<file path="config.mk">
export PLATFORM = sky130hd
export DESIGN_NAME = lsu_mem_master_flat
export DESIGN_NICKNAME = d
export VERILOG_FILES = /design/src/rtl/lsu_mem_master_if.sv /design/src/rtl/lsu_mem_master.sv /design/src/flat_wrapper.sv
export SDC_FILE = /design/constraint.sdc
export NUM_CORES = 1
export LEC_CHECK = 0
export ABC_CLOCK_PERIOD_IN_PS = 2560
export CAP_MARGIN = 10
export CORE_MARGIN = 1.5
export CORE_UTILIZATION = 62
export DETAILED_ROUTE_END_ITERATION = 10
export DONT_BUFFER_PORTS = 1
export PLACE_DENSITY = 0.78
export SETUP_SLACK_MARGIN = 0.1
export SYNTH_ARGS = -nofsm -noshare
export SYNTH_HDL_FRONTEND = slang
export SYNTH_SLANG_ARGS = --single-unit
export TNS_END_PERCENT = 30
</file>
<file path="constraint.sdc">
create_clock -name clk -period 2.56 [get_ports clk]
set_clock_uncertainty 0.2 [all_clocks]
set_input_delay 0.256 -clock clk [delete_from_list [all_inputs] [get_ports clk]]
set_output_delay 0.256 -clock clk [all_outputs]
set_load 0.01 [all_outputs]
</file>
<file path="src/rtl/lsu_mem_master_if.sv">
// Bus bundle for the load/store unit: CPU request/response channel plus the
// word-organised data-memory channel. master = LSU side, slave = CPU/memory side.
interface lsu_mem_master_if;
  logic        req_valid;
  logic        req_ready;
  logic        req_we;
  logic [2:0]  req_op;
  logic [31:0] req_addr;
  logic [31:0] req_wdata;
  logic [31:0] req_pc;
  logic        resp_valid;
  logic [31:0] resp_rdata;
  logic [1:0]  resp_exc;
  logic [31:0] resp_pc;
  logic        mem_req;
  logic        mem_we;
  logic [31:0] mem_addr;
  logic [3:0]  mem_be;
  logic [31:0] mem_wdata;
  logic        mem_ack;
  logic [31:0] mem_rdata;

  modport master (
    input  req_valid, req_we, req_op, req_addr, req_wdata, req_pc, mem_ack, mem_rdata,
    output req_ready, resp_valid, resp_rdata, resp_exc, resp_pc,
           mem_req, mem_we, mem_addr, mem_be, mem_wdata
  );

  modport slave (
    output req_valid, req_we, req_op, req_addr, req_wdata, req_pc, mem_ack, mem_rdata,
    input  req_ready, resp_valid, resp_rdata, resp_exc, resp_pc,
           mem_req, mem_we, mem_addr, mem_be, mem_wdata
  );
endinterface

</file>
<file path="src/rtl/lsu_mem_master.sv">
// Single-outstanding load/store initiator: checks alignment/range, issues a
// word-aligned memory access, and returns extended load data or an exception.
module lsu_mem_master #(
  parameter int unsigned TIMEOUT    = 16,
  parameter logic [31:0] ADDR_LIMIT = 32'h0000_3000
) (
  input logic              clk,
  input logic              reset,
  lsu_mem_master_if.master bus
);

  localparam int unsigned CW = $clog2(TIMEOUT + 1);

  typedef enum logic [1:0] {IDLE, ISSUE, DONE} state_t;

  localparam logic [1:0] EXC_OK      = 2'b00;
  localparam logic [1:0] EXC_LOAD    = 2'b01;
  localparam logic [1:0] EXC_STORE   = 2'b10;
  localparam logic [1:0] EXC_TIMEOUT = 2'b11;

  state_t        state;
  logic [CW-1:0] wait_cnt;
  logic [2:0]    op_q;
  logic          we_q;
  logic [1:0]    addr_lo_q;
  logic [31:0]   pc_q;
  logic [1:0]    exc_q;
  logic [31:0]   rdata_q;

  logic          legal;
  logic          align_ok;
  logic [3:0]    be_c;
  logic [31:0]   wdata_c;
  logic [15:0]   half_c;
  logic [7:0]    byte_c;
  logic [31:0]   ext_c;

  assign bus.req_ready = (state == IDLE);

  // Request decode: byte enables, lane-replicated store data and legality.
  // NOTE: every always_comb output gets a default first so no path can leave
  // it unassigned, which would otherwise infer a latch.
  always_comb begin
    be_c     = 4'b0000;
    wdata_c  = 32'h0;
    align_ok = 1'b0;
    unique case (bus.req_op)
      3'b000: begin
        be_c     = 4'b1111;
        wdata_c  = bus.req_wdata;
        align_ok = (bus.req_addr[1:0] == 2'b00);
      end
      3'b001, 3'b011: begin
        be_c     = bus.req_addr[1] ? 4'b1100 : 4'b0011;
        wdata_c  = {2{bus.req_wdata[15:0]}};
        align_ok = ~bus.req_addr[0];
      end
      3'b010, 3'b100: begin
        be_c     = 4'b0001 << bus.req_addr[1:0];
        wdata_c  = {4{bus.req_wdata[7:0]}};
        align_ok = 1'b1;
      end
      default: begin
        be_c     = 4'b0000;
        wdata_c  = 32'h0;
        align_ok = 1'b0;
      end
    endcase
    if (!bus.req_we) wdata_c = 32'h0;
    legal = align_ok && (bus.req_addr < ADDR_LIMIT);
  end

  // Load extraction from the acknowledged word using the latched op/lane.
  always_comb begin
    half_c = addr_lo_q[1] ? bus.mem_rdata[31:16] : bus.mem_rdata[15:0];
    unique case (addr_lo_q)
      2'd0:    byte_c = bus.mem_rdata[7:0];
      2'd1:    byte_c = bus.mem_rdata[15:8];
      2'd2:    byte_c = bus.mem_rdata[23:16];
      default: byte_c = bus.mem_rdata[31:24];
    endcase
    unique case (op_q)
      3'b000:  ext_c = bus.mem_rdata;
      3'b001:  ext_c = {{16{half_c[15]}}, half_c};
      3'b011:  ext_c = {16'h0, half_c};
      3'b010:  ext_c = {{24{byte_c[7]}}, byte_c};
      3'b100:  ext_c = {24'h0, byte_c};
      default: ext_c = 32'h0;
    endcase
  end

  // NOTE: sequential state uses non-blocking assignments only, so every
  // register samples the pre-edge values regardless of statement order.
  always_ff @(posedge clk) begin
    if (reset) begin
      state          <= IDLE;
      wait_cnt       <= '0;
      op_q           <= 3'b000;
      we_q           <= 1'b0;
      addr_lo_q      <= 2'b00;
      pc_q           <= 32'h0;
      exc_q          <= EXC_OK;
      rdata_q        <= 32'h0;
      bus.mem_req    <= 1'b0;
      bus.mem_we     <= 1'b0;
      bus.mem_addr   <= 32'h0;
      bus.mem_be     <= 4'b0000;
      bus.mem_wdata  <= 32'h0;
      bus.resp_valid <= 1'b0;
      bus.resp_exc   <= EXC_OK;
      bus.resp_rdata <= 32'h0;
      bus.resp_pc    <= 32'h0;
    end else begin
      bus.resp_valid <= 1'b0;
      unique case (state)
        IDLE: begin
          if (bus.req_valid) begin
            pc_q <= bus.req_pc;
            we_q <= bus.req_we;
            if (legal) begin
              op_q          <= bus.req_op;
              addr_lo_q     <= bus.req_addr[1:0];
              bus.mem_req   <= 1'b1;
              bus.mem_we    <= bus.req_we;
              bus.mem_addr  <= {bus.req_addr[31:2], 2'b00};
              bus.mem_be    <= be_c;
              bus.mem_wdata <= wdata_c;
              state         <= ISSUE;
            end else begin
              exc_q   <= bus.req_we ? EXC_STORE : EXC_LOAD;
              rdata_q <= 32'h0;
              state   <= DONE;
            end
          end
        end
        ISSUE: begin
          // An ack on the last allowed cycle is checked first, so it wins.
          if (bus.mem_ack) begin
            rdata_q     <= we_q ? 32'h0 : ext_c;
            exc_q       <= EXC_OK;
            bus.mem_req <= 1'b0;
            bus.mem_we  <= 1'b0;
            bus.mem_be  <= 4'b0000;
            state       <= DONE;
          end else begin
            wait_cnt <= wait_cnt + 1'b1;
            if (wait_cnt == CW'(TIMEOUT - 1)) begin
              rdata_q     <= 32'h0;
              exc_q       <= EXC_TIMEOUT;
              bus.mem_req <= 1'b0;
              bus.mem_we  <= 1'b0;
              bus.mem_be  <= 4'b0000;
              state       <= DONE;
            end
          end
        end
        DONE: begin
          bus.resp_valid <= 1'b1;
          bus.resp_exc   <= exc_q;
          bus.resp_rdata <= rdata_q;
          bus.resp_pc    <= pc_q;
          wait_cnt       <= '0;
          state          <= IDLE;
        end
        default: state <= IDLE;
      endcase
    end
  end

endmodule

</file>
<file path="src/flat_wrapper.sv">
// flat-port wrapper written by rule: the top's interface ports become plain ports
module lsu_mem_master_flat 
#(
  parameter int unsigned TIMEOUT    = 16,
  parameter logic [31:0] ADDR_LIMIT = 32'h0000_3000
)
  (clk, reset, bus_req_valid, bus_req_we, bus_req_op, bus_req_addr, bus_req_wdata, bus_req_pc, bus_mem_ack, bus_mem_rdata, bus_req_ready, bus_resp_valid, bus_resp_rdata, bus_resp_exc, bus_resp_pc, bus_mem_req, bus_mem_we, bus_mem_addr, bus_mem_be, bus_mem_wdata);
  lsu_mem_master_if bus_i ();
  input logic clk;
  input logic reset;
  input wire logic [$bits(bus_i.req_valid)-1:0] bus_req_valid;
  input wire logic [$bits(bus_i.req_we)-1:0] bus_req_we;
  input wire logic [$bits(bus_i.req_op)-1:0] bus_req_op;
  input wire logic [$bits(bus_i.req_addr)-1:0] bus_req_addr;
  input wire logic [$bits(bus_i.req_wdata)-1:0] bus_req_wdata;
  input wire logic [$bits(bus_i.req_pc)-1:0] bus_req_pc;
  input wire logic [$bits(bus_i.mem_ack)-1:0] bus_mem_ack;
  input wire logic [$bits(bus_i.mem_rdata)-1:0] bus_mem_rdata;
  output wire logic [$bits(bus_i.req_ready)-1:0] bus_req_ready;
  output wire logic [$bits(bus_i.resp_valid)-1:0] bus_resp_valid;
  output wire logic [$bits(bus_i.resp_rdata)-1:0] bus_resp_rdata;
  output wire logic [$bits(bus_i.resp_exc)-1:0] bus_resp_exc;
  output wire logic [$bits(bus_i.resp_pc)-1:0] bus_resp_pc;
  output wire logic [$bits(bus_i.mem_req)-1:0] bus_mem_req;
  output wire logic [$bits(bus_i.mem_we)-1:0] bus_mem_we;
  output wire logic [$bits(bus_i.mem_addr)-1:0] bus_mem_addr;
  output wire logic [$bits(bus_i.mem_be)-1:0] bus_mem_be;
  output wire logic [$bits(bus_i.mem_wdata)-1:0] bus_mem_wdata;
  assign bus_i.req_valid = bus_req_valid;
  assign bus_i.req_we = bus_req_we;
  assign bus_i.req_op = bus_req_op;
  assign bus_i.req_addr = bus_req_addr;
  assign bus_i.req_wdata = bus_req_wdata;
  assign bus_i.req_pc = bus_req_pc;
  assign bus_i.mem_ack = bus_mem_ack;
  assign bus_i.mem_rdata = bus_mem_rdata;
  assign bus_req_ready = bus_i.req_ready;
  assign bus_resp_valid = bus_i.resp_valid;
  assign bus_resp_rdata = bus_i.resp_rdata;
  assign bus_resp_exc = bus_i.resp_exc;
  assign bus_resp_pc = bus_i.resp_pc;
  assign bus_mem_req = bus_i.mem_req;
  assign bus_mem_we = bus_i.mem_we;
  assign bus_mem_addr = bus_i.mem_addr;
  assign bus_mem_be = bus_i.mem_be;
  assign bus_mem_wdata = bus_i.mem_wdata;
  lsu_mem_master #(.TIMEOUT(TIMEOUT), .ADDR_LIMIT(ADDR_LIMIT)) u_core (.clk(clk), .reset(reset), .bus(bus_i));
endmodule
</file>
After elaboration in Yosys (flattened, before gate mapping)
Index checks and enable logic that the tools add are counted.
{"block": "totals", "register_bits": 214, "out_inout_bits": 138, "word_cells": 96}
{"block": "classes", "add_sub_neg": 1, "order_cmp": 1, "n_eq_ne": 18, "shift": 1, "mux": 41, "bitwise": 1, "n_reduce_logical": 16}
{"op": "$mux 32", "count": 6}
{"op": "$pmux 32 s5", "count": 1}
{"op": "$pmux 32 s3", "count": 1}
{"op": "$pmux 32 s2", "count": 1}
{"op": "$lt 32x14->1 const B", "count": 1}
{"op": "$pmux 8 s3", "count": 1}
{"op": "$mux 4", "count": 5}
{"op": "$mux 2", "count": 9}
{"op": "$mux 16", "count": 1}
{"op": "$eq 3x2->1 const B", "count": 4}
{"op": "$pmux 4 s3", "count": 1}
{"op": "$pmux 5 s2", "count": 1}
{"op": "$pmux 2 s2", "count": 2}
{"op": "$pmux 4 s2", "count": 1}
{"op": "$reduce_and 4->1", "count": 2}
{"op": "$mux 1", "count": 7}
{"op": "$eq 3x1->1 const B", "count": 2}
{"op": "$eq 3x3->1 const B", "count": 2}
{"op": "$logic_not 2->1", "count": 3}
{"op": "$logic_not 3->1", "count": 2}
{"op": "$ne 2x2->1 const B", "count": 3}
{"op": "$reduce_and 2->1", "count": 3}
{"op": "$add 5x1->5 const B", "count": 1}
{"op": "$eq 5x4->1 const B", "count": 1}
{"op": "other kinds (13)", "count": 18}

Logic depth before layout (Yosys ltp)
{"block": "logic_depth", "depth_word": 7, "depth_mapped": 9}

Worst setup path after synthesis
OpenSTA, ideal clock, no wires.
{"block": "synth_path", "path_type": "register to register", "start": "register u_core.wait_cnt[0]", "end": "register u_core.rdata_q[21]", "setup_time_ns": 0.130, "t_arrival_ns": 1.874, "slack_ns": 0.356, "path_stages_with_launch": 9, "path_buffers": 1, "period_less_slack_ns": 2.204, "path_cell_list": "dfxtp_1 > ha_1 > and3_1 > ha_1 > nor2_1 > a211oi_1 > a21oi_2 > buf_6 > o2bb2ai_1"}
{"block": "synth_via", "elab_chain_len": 3}
{"item": "start: declaration", "line_no": "lsu_mem_master.sv:22", "text": "logic [CW-1:0] wait_cnt;"}
{"item": "start signal: assignment", "line_no": "lsu_mem_master.sv:146", "text": "wait_cnt <= wait_cnt + 1'b1;"}
{"item": "$eq 5x4->1", "line_no": "lsu_mem_master.sv:147", "text": "if (wait_cnt == CW'(TIMEOUT - 1)) begin"}
{"item": "$ne 3x2->1 (no source line)"}
{"item": "$reduce_and 4->1 (no source line)"}
{"item": "end signal: assignment", "line_no": "lsu_mem_master.sv:139", "text": "rdata_q <= we_q ? 32'h0 : ext_c;"}
{"item": "end: declaration", "line_no": "lsu_mem_master.sv:28", "text": "logic [31:0] rdata_q;"}
No other way between the ends.
A chain may end at the register's enable or synchronous reset.

Worst setup path after layout
{"block": "layout_path", "start": "input bus_req_addr[16]", "end": "register u_core.bus.mem_wdata[12] (netlist bit)"}
{"block": "layout_via", "elab_chain_len": 3}
{"item": "start: declaration", "line_no": "flat_wrapper.sv:14", "text": "input wire logic [$bits(bus_i.req_addr)-1:0] bus_req_addr;"}
{"item": "$lt 32x14->1", "line_no": "lsu_mem_master.sv:70", "text": "legal = align_ok && (bus.req_addr < ADDR_LIMIT);"}
{"item": "$logic_and 1x1->1", "line_no": "lsu_mem_master.sv:70"}
{"item": "$reduce_and 3->1 (no source line)"}
{"item": "end signal: assignment", "line_no": "lsu_mem_master.sv:127", "text": "bus.mem_wdata <= wdata_c;"}
{"item": "end: declaration", "line_no": "lsu_mem_master_if.sv:26", "text": "mem_req, mem_we, mem_addr, mem_be, mem_wdata"}
No other way between the ends.

==> flow_summary.ini <==
[yosys]
synth_top_area_share_pct = 48.97
synth.yosys.seq_area_share_pct = 48.97
synth_seq_cells = 214
synth_commonest_cells = nand2_1 (268), dfxtp_1 (214), a21oi_1 (166)
synth_edf_count = 0
yosysTopAreaCell = dfxtp_1
async_reset_ff_share_pct = 0
synth-main-ff-cell = dfxtp_1
yosys_warnings = 0
ys_top_cells_by_area = dfxtp_1 (49%), nand2_1 (11%), a21oi_1 (9.5%)
synthCells = 1028
synthesis.area_sq_mm = 0.008748
avgSynthCellArea_sq_um = 8.510
yosys.cell_types.count = 56
yosysMostFrequentCell = nand2_1

[global_routing]
grt_util_all_layers_pct = 33.34
grt_pass1_vias = 7964
grt_pass1_wl_mm = 39.72
grt_antenna_before_repair = 0
overflow = 0
grt_max_degree = 116

[floorplanning]
rows = 43
die_y_um = 121.8
fp.dieW_um = 121.8
core_area_sq_mm = 0.01383
ioPinCount = 274
die-area_sq_mm = 0.01483
start_util_pct = 63.27

[detailed_routing]
drc = 0
wl_per_cell_um = 19.49
m1WireLength_mm = 9.242
drt-total-wl_mm = 25.71
wl_met2_mm = 12.77
antenna_left = 0
vias = 8109
wl_met3_mm = 2.567
firstDrtPassIters = 5
viasPerCell = 6.148
drt_iter0_drc = 731
maxUsedRoutingLayer = met4

[job]
max_cap_viol_count = 0

[final_layout]
fin_util_pct = 79.07
fin_area_sq_mm = 0.01093
synthToLayoutAreaGrowth_pct = 24.97
antenna_cells = 0
fin_nets = 1263
drive_above_1_share_pct = 7.287

[power]
ir_drop_uv = 665.7
leakagePower_uw = 0.004112
cellPowerDensity_mw_per_mm2 = 655.4

[cts]
clk_path_buf_depth = 3
root_buffer = clkbuf_16
cts.sinks = 214
clk_latency_ns = 0.49
cts_tree = done
cts_buffers = 21
htreeDepth = 1
path_clk_slew_ns = 0.07

[sta]
slew_violations = 0
relSlewSlack_pct = 16.90
whs_ns = 0.01579
totalNegativeSetupSlack_ns = 0
finalSetupViolations = 0
worst-slew-pin-transition_ns = 1.247
period_share_pct = 95.08
max_freq_mhz = 410.9
fin_ws_ns = 0.1261
hold_viol = 0
rsz0062_at_grt = true
layout_min_cycle_time_ns = 2.434

[placement]
place_ws_ns = 0.1697
place_congestion = 0.8272
port_buffers = 0
hpwl_mm = 14.21
place_area_sq_mm = 0.008766

[hold_path]
holdCritPathClass = input pin to flip-flop
hold_path_startpoint = bus_req_op[1]

[critical_path]
path_delay_family = simple AND/OR/NAND/NOR gates
rr_startpoint = u_core.state[1]
cp_cell_sequence = or4_1 > a2111oi_4 > and4_1 > buf_6 > nand3_1 > dlygate4sd3_1 > a21oi_1
crit_path_start = bus_req_addr[16]
cp.required_ns = 2.78
crit_path_start_kind = input pin
max_stage_delay_ns = 0.60
worstPathMaxFanout = 23
worst-path-buf-inv = 2
path_class = input pin to flip-flop
cp_slowest_cell = dlygate4sd3_1
worst_setup_path_end_kind = flip-flop
cp.arrival_ns = 2.65

[run_status]
status = finished, final reports clean
## metal layers
metal  vias to the layer above  GRT usage, %
li1                       3760             -
met1                      3768         38.53
met2                       482         57.90
met3                        99         8.567
met4                         0         15.07
met5                         -             0
## cell type report
type                       count  area [sq um]
sequential                   214          4285
tap                          180         225.2
clock buffer                  30         609.3
inverter                       7         26.28
fill                         890          2894
timing repair buffer         161          1622
clock inverter                 7         110.1
multi-input combinational    720          4055
## state kept, by name, summed over array words and instances, names as in the netlist, 3 cells and up
| signal | flops |
|---|---|
| u_core.rdata_q | 32 |
| u_core.bus.mem_addr | 30 |
| u_core.op_q | 3 |
| u_core.bus.mem_be | 4 |
| u_core.bus.mem_wdata | 32 |
| u_core.bus.resp_pc | 32 |
| u_core.pc_q | 32 |
| u_core.wait_cnt | 5 |
| u_core.bus.resp_rdata | 32 |
## worst min-delay path: cells and delay by family
kind,cells,cell delay [ns]
simple gates,2,0.09
compound gates,2,0.31
## final timing paths
check	endpoint	slack [ns]	cells after the start
max reg2reg	u_core.bus.mem_wdata[12]	0.15	8
max	u_core.bus.mem_wdata[12]	0.13	7
min reg2reg	u_core.bus.resp_pc[30]	0.25	2
min	u_core.bus.mem_be[0]	0.02	4
## through the flow
step / cells / total power, uW
floorplan: 1029 / 3789
global placement: 1140 / 3791
finish: 1319 / 7166
detailed placement: 1140 / 3799
global route: 1319 / 7395
CTS: 1317 / 7170
## what timing repair did
action | in CTS | in global routing
setup buffers | 0 | 2
hold endpoints to repair | 214 | 0
endpoints found under the setup margin | 0 | 32
gates resized for setup | 0 | 4
hold buffers | 140 | 0
## report_power, final
group | switching [uW] | total (uW) | internal [uW]
clock network | 1260 | 3210 | 1950
registers | 30.3 | 3400 | 3370
logic | 287 | 552 | 264
total | 1570 | 7170 | 5590
## logic make-up after synthesis
group,after synthesis,synth area share [%]
AO/OA/AOI/OAI,281,20.75
other,1,0.04287
AND/OR/NAND/NOR,400,19.94
XOR/XNOR,2,0.2003
buffers and inverters,95,4.891
multiplexers,33,4.920
adder cells (fa/ha/maj),2,0.2860
flip-flops,214,48.97
## cell usage in the layout (no fill, tap or decap), types with 7 or more instances in the layout
| cell type | count |
|---|---|
| a21oi_1 | 166 |
| a221oi_1 | 7 |
| a222oi_1 | 8 |
| a2bb2oi_1 | 10 |
| a31o_2 | 9 |
| and2_1 | 19 |
| buf_4 | 16 |
| clkbuf_16 | 21 |
| dfxtp_1 | 213 |
| dlygate4sd3_1 | 139 |
| inv_1 | 7 |
| mux2i_1 | 25 |
| mux4_2 | 8 |
| nand2_1 | 267 |
| nand3_1 | 24 |
| nand3b_1 | 17 |
| nor2_1 | 35 |
| nor3_1 | 10 |
| o21ai_0 | 11 |
| o2bb2ai_1 | 38 |
| o31ai_1 | 9 |
Power figures use the tool's default switching activity.
